[config.mk]
export PLATFORM = sky130hd
export DESIGN_NAME = rep_tx_encoder
export DESIGN_NICKNAME = d
export VERILOG_FILES = /design/src/rtl/rep_tx_encoder.sv
export SDC_FILE = /design/constraint.sdc
export NUM_CORES = 1
export LEC_CHECK = 0
export ABC_CLOCK_PERIOD_IN_PS = 1600
export CORE_ASPECT_RATIO = 1.5
export CORE_MARGIN = 4
export CORE_UTILIZATION = 36
export CTS_CLUSTER_DIAMETER = 30
export DETAILED_ROUTE_END_ITERATION = 7
export PLACE_DENSITY = 0.56
export SYNTH_ARGS = -nofsm -noshare
export SYNTH_HDL_FRONTEND = slang
export SYNTH_SLANG_ARGS = --single-unit
[constraint.sdc]
create_clock -name clk -period 1.6 [get_ports clk]
set_input_delay 0.24 -clock clk [delete_from_list [all_inputs] [get_ports clk]]
set_output_delay 0.24 -clock clk [all_outputs]
set_load 0.01 [all_outputs]
[src/rtl/rep_tx_encoder.sv]
// -----------------------------------------------------------------------------
// rep_tx_encoder
//   Serial repetition-code transmitter. A DATA_W-bit word accepted over a
//   valid/ready handshake is shifted out LSB-first. Each data bit is repeated
//   REP consecutive cycles so that a downstream majority voter can recover it.
//   When the word's in_inj flag is set, the first copy of every bit is inverted.
//   This exercises the voter's single-error correction.
//
// Parameters
//   DATA_W  data word width (>= 1)
//   REP     repetitions per data bit (odd, >= 1)
//
// Ports
//   clk        clock, all state updates on the rising edge
//   rst        synchronous active-high reset
//   in_valid   word offered
//   in_data    word to transmit
//   in_inj     inject errors into this word (sampled with in_data)
//   in_ready   block can accept a word this cycle (combinational)
//   out_bit    serial coded bit
//   out_valid  out_bit is meaningful
//   out_first  first coded bit of a word
//   out_last   final coded bit of a word
//   busy       a word is being transmitted
// -----------------------------------------------------------------------------
module rep_tx_encoder #(
  parameter int DATA_W = 8,
  parameter int REP    = 3
) (
  input  logic              clk,
  input  logic              rst,
  input  logic              in_valid,
  input  logic [DATA_W-1:0] in_data,
  input  logic              in_inj,
  output logic              in_ready,
  output logic              out_bit,
  output logic              out_valid,
  output logic              out_first,
  output logic              out_last,
  output logic              busy
);

  localparam int BW = (DATA_W > 1) ? $clog2(DATA_W) : 1;
  localparam int RW = (REP > 1) ? $clog2(REP) : 1;

  localparam logic [BW-1:0] BIT_LAST = BW'(DATA_W - 1);
  localparam logic [RW-1:0] REP_LAST = RW'(REP - 1);
  localparam logic [BW-1:0] BIT_ONE  = BW'(1);
  localparam logic [RW-1:0] REP_ONE  = RW'(1);

  typedef enum logic {
    IDLE = 1'b0,
    SEND = 1'b1
  } state_e;

  state_e            state_q,   state_d;
  logic [DATA_W-1:0] sreg_q,    sreg_d;
  logic              inj_q,     inj_d;
  logic [BW-1:0]     bit_idx_q, bit_idx_d;
  logic [RW-1:0]     rep_idx_q, rep_idx_d;

  logic sending;
  logic word_end;
  logic accept;

  // Output decode uses only registered state, so there is no in_* -> out_* path.
  assign sending  = (state_q == SEND);
  assign word_end = sending && (bit_idx_q == BIT_LAST) && (rep_idx_q == REP_LAST);

  // Ready on the final coded bit as well, which lets words run back to back
  // with no idle cycle between them.
  assign in_ready = !sending || word_end;
  assign accept   = in_valid && in_ready;

  assign out_valid = sending;
  assign busy      = sending;
  assign out_first = sending && (bit_idx_q == '0) && (rep_idx_q == '0);
  assign out_last  = word_end;
  // Only copy 0 of each bit is corrupted, so a majority of REP >= 3 still wins.
  // With REP == 1 every bit is inverted.
  assign out_bit   = sending && (sreg_q[0] ^ (inj_q && (rep_idx_q == '0)));

  // NOTE: every next-state signal gets a default first, so no path through
  //       this block leaves a value unassigned and no latch is inferred.
  always_comb begin
    state_d   = state_q;
    sreg_d    = sreg_q;
    inj_d     = inj_q;
    bit_idx_d = bit_idx_q;
    rep_idx_d = rep_idx_q;

    if (sending) begin
      if (rep_idx_q != REP_LAST) begin
        rep_idx_d = rep_idx_q + REP_ONE;
      end else begin
        rep_idx_d = '0;
        sreg_d    = sreg_q >> 1;
        bit_idx_d = bit_idx_q + BIT_ONE;
      end
      if (word_end) begin
        state_d   = IDLE;
        bit_idx_d = '0;
      end
    end

    // Accepting a word overrides the advance, including on the word_end cycle.
    if (accept) begin
      state_d   = SEND;
      sreg_d    = in_data;
      inj_d     = in_inj;
      bit_idx_d = '0;
      rep_idx_d = '0;
    end
  end

  // NOTE: non-blocking assignments here so every flop samples the values
  //       computed before this edge, independent of statement order.
  always_ff @(posedge clk) begin
    if (rst) begin
      state_q   <= IDLE;
      sreg_q    <= '0;
      inj_q     <= 1'b0;
      bit_idx_q <= '0;
      rep_idx_q <= '0;
    end else begin
      state_q   <= state_d;
      sreg_q    <= sreg_d;
      inj_q     <= inj_d;
      bit_idx_q <= bit_idx_d;
      rep_idx_q <= rep_idx_d;
    end
  end

endmodule

==> impl_metrics.tcl <==
set metrics [dict create \
    p_clk_share_pct 27.3 \
    netlist_instances 95 \
    n_antenna_cell 0 \
    coreArea_um2 2100 \
    cp_data_arrival_time_ns 1.33 \
    initial_utilization_pct 38.8 \
    clock_latency_ns 0.28 \
    fillers 193 \
    track_usage_pct 15.0 \
    synth.most_common_cell "dfxtp_1" \
    hold_buffers 0 \
    fin_skew_ns 0.00292 \
    wl_met1_um 903 \
    crit_path_end_kind "primary output" \
    synthFlopType "dfxtp_1" \
    wl_met2_um 1050 \
    synth_top_area_share_pct 36.8 \
    ys_top_cells_by_count "dfxtp_1, nand3_1, nor3_1" \
    timing.final.max_slew_violations 0 \
    seqPwrFrac_pct 51.6 \
    critical_path_required_ns 1.36 \
    ir_drop_mv 0.599 \
    final-seq-area_um2 309 \
    dr.max_layer_used "met4" \
    grt_pass1_wl_um 3530 \
    grt_pass1_vias 809 \
    dp_hpwl_um 1430 \
    dieArea_um2 3110 \
    syn_area_per_cell_um2 8.59 \
    crit_fanout 3 \
    async_flop_share_pct 0 \
    ant_nets 0 \
    yosysWarnings 0 \
    yosysTopAreaCell "dfxtp_1" \
    synthTopCellsByArea "dfxtp_1, a311oi_1, nand3_1, nor3_1, ha_1" \
    cts_max_level 1 \
    worst_hold_slack_ns 0.484 \
    layout.nets 143 \
    numCtsBuffers 3 \
    finish.utilization_pct 56.9 \
    p_sw_share_pct 26.9 \
    clock.fmax_ghz 0.638 \
    setup_violations 0 \
    wl_met3_um 79 \
    p_comb_share_pct 21.2 \
    io_buffer_count 17 \
    cp-start-kind "flop" \
    dieHeight_um 66.3 \
    clock_sinks 15 \
    grt_max_degree 17 \
    power_density_nw_per_um2 665 \
    p_sw_mw 0.214 \
    die_w_um 46.9 \
    cts_tree "done" \
    cts_root_buf "clkbuf_4" \
    post_route_cells_drive_above_1_share_pct 32.3 \
    slew_headroom_pct 80.1 \
    gp_congestion 0.806 \
    drv_cap 0 \
    synth_area_um2 816 \
    drc 0 \
    antenna_found_initial 0 \
    synthDistinctLibCells 27 \
    rows 20 \
    grt_setup_unrepaired "true" \
    viasPerCell 5.49 \
    timing.final.crit_share_pct 98.0 \
    period_needed_ns 1.57 \
    cell_internal_pwr_mw 0.581 \
    status "finished clean" \
    drt_wl_total_um 2050 \
    worstMarginPinSlew_ns 0.298 \
    vias 818 \
    multi_input_area_um2 503 \
    num_io_pins 18 \
    ys_ff_latch 15 \
    syn_to_final_growth_pct 46.6 \
    path_class "reg -> out" \
    wl_per_cell_um 13.8 \
    grt_overflow 0 \
    syn_nets 110 \
    hold_violations 0 \
    cts.path.max_buffers 2 \
    ys_seq_area_share_pct 36.8 \
    clk_pin_slew_worst_paths_ns 0.09 \
    drtIter0Drc 14 \
    synth_edf_count 0 \
    leakage_nw 0.480 \
    firstDrtPassIters 4 \
    hp-class "reg -> reg" \
]
[layer usage]
layer	global-route usage [%]	vias up
met4	6.23	0
li1	-	413
met3	1.63	2
met1	18.2	389
met5	0	-
met2	25.5	14
[cell usage in the layout (no fill, tap or decap), types with 2 or more instances in the layout]
cell type	count
buf_4	15
clkdlybuf4s50_1	11
dfxtp_1	10
nor3_1	9
nand3_1	9
nand2_1	7
a21oi_1	5
a311oi_1	5
nand3b_1	4
nor2_1	4
o21ai_1	4
dfxtp_2	4
o21ai_2	3
clkbuf_4	3
buf_6	3
inv_1	2
and2_1	2
mux2i_1	2
a311oi_2	2
o21ai_0	2
ha_4	2
dlymetal6s2s_1	2
buf_2	2
clkbuf_2	2
[critical path, stage by stage, from the launching register on]
cell and delay, ns:
dfxtp_2 0.34, ha_4 0.16, ha_4 0.16, buf_6 0.11, nand3b_1 0.09, nand2_1 0.05, buf_2 0.13
[final timing paths]
| path | slack (ns) | to | start | cells after the start |
|---|---|---|---|---|
| worst min-delay path | 0.48 | sreg_q[7] | sreg_q[7] | 2 |
| worst max-delay path | 0.03 | in_ready | bit_idx_q[1] | 6 |
| worst min register to register | 0.48 | sreg_q[7] | sreg_q[7] | 2 |
| worst max register to register | 0.08 | sreg_q[5] | bit_idx_q[1] | 7 |
[power groups by stage]
stage | registers (mW) | clock network (mW) | logic (mW)
after floorplan | 0.415 | 0 | 0.0884
after global placement | 0.417 | 0 | 0.166
after detailed placement | 0.417 | 0 | 0.166
after CTS | 0.410 | 0.224 | 0.165
after global routing | 0.413 | 0.234 | 0.185
final | 0.410 | 0.217 | 0.168
[cell families (layout without fill, tap and decap cells)]
family,after synthesis,in the layout,synth area share (%)
and+or+nand+nor,42,42,29.1
muxes,2,2,2.45
DFF,15,15,36.8
adders and majority gates,3,3,4.60
buffers and inverters,10,42,8.43
xor gates and xnor gates,1,1,1.07
AOI/OAI and AO/OA,22,22,17.5
[layout make-up]
class | count | share of cell area (%)
timing repair buffer | 36 | 26.9
multi-input combinational | 70 | 42.1
clock inverter | 1 | 0.418
tap | 22 | 2.30
clock buffer | 3 | 1.88
inverter | 2 | 0.628
sequential | 15 | 25.8
[flip-flops by register name (all words and copies together), names as in the netlist]
register / count
busy: 1
inj_q: 1
bit_idx_q: 3
sreg_q: 8
rep_idx_q: 2
[what timing repair did]
item	in CTS	in global routing
buffers inserted	0	1
gates cloned	0	1
resized for setup	18	18
endpoints found under the setup margin	14	13
pin swaps	0	4
[metrics by stage]
step	instances	power, mW	area (µm²)	setup WS, ns	TNS (ns)
after global routing	149	0.832	1200	-0.0319	-0.101
final	149	0.795	1200	0.0321	0
after CTS	147	0.799	1130	0.000114	0
after detailed placement	143	0.584	1090	-0.0420	-0.0891
after floorplan	95	0.504	816	0.199	0
after global placement	143	0.582	1090	-0.0199	-0.0333
Note: power is estimated with default switching activity, not from simulation.
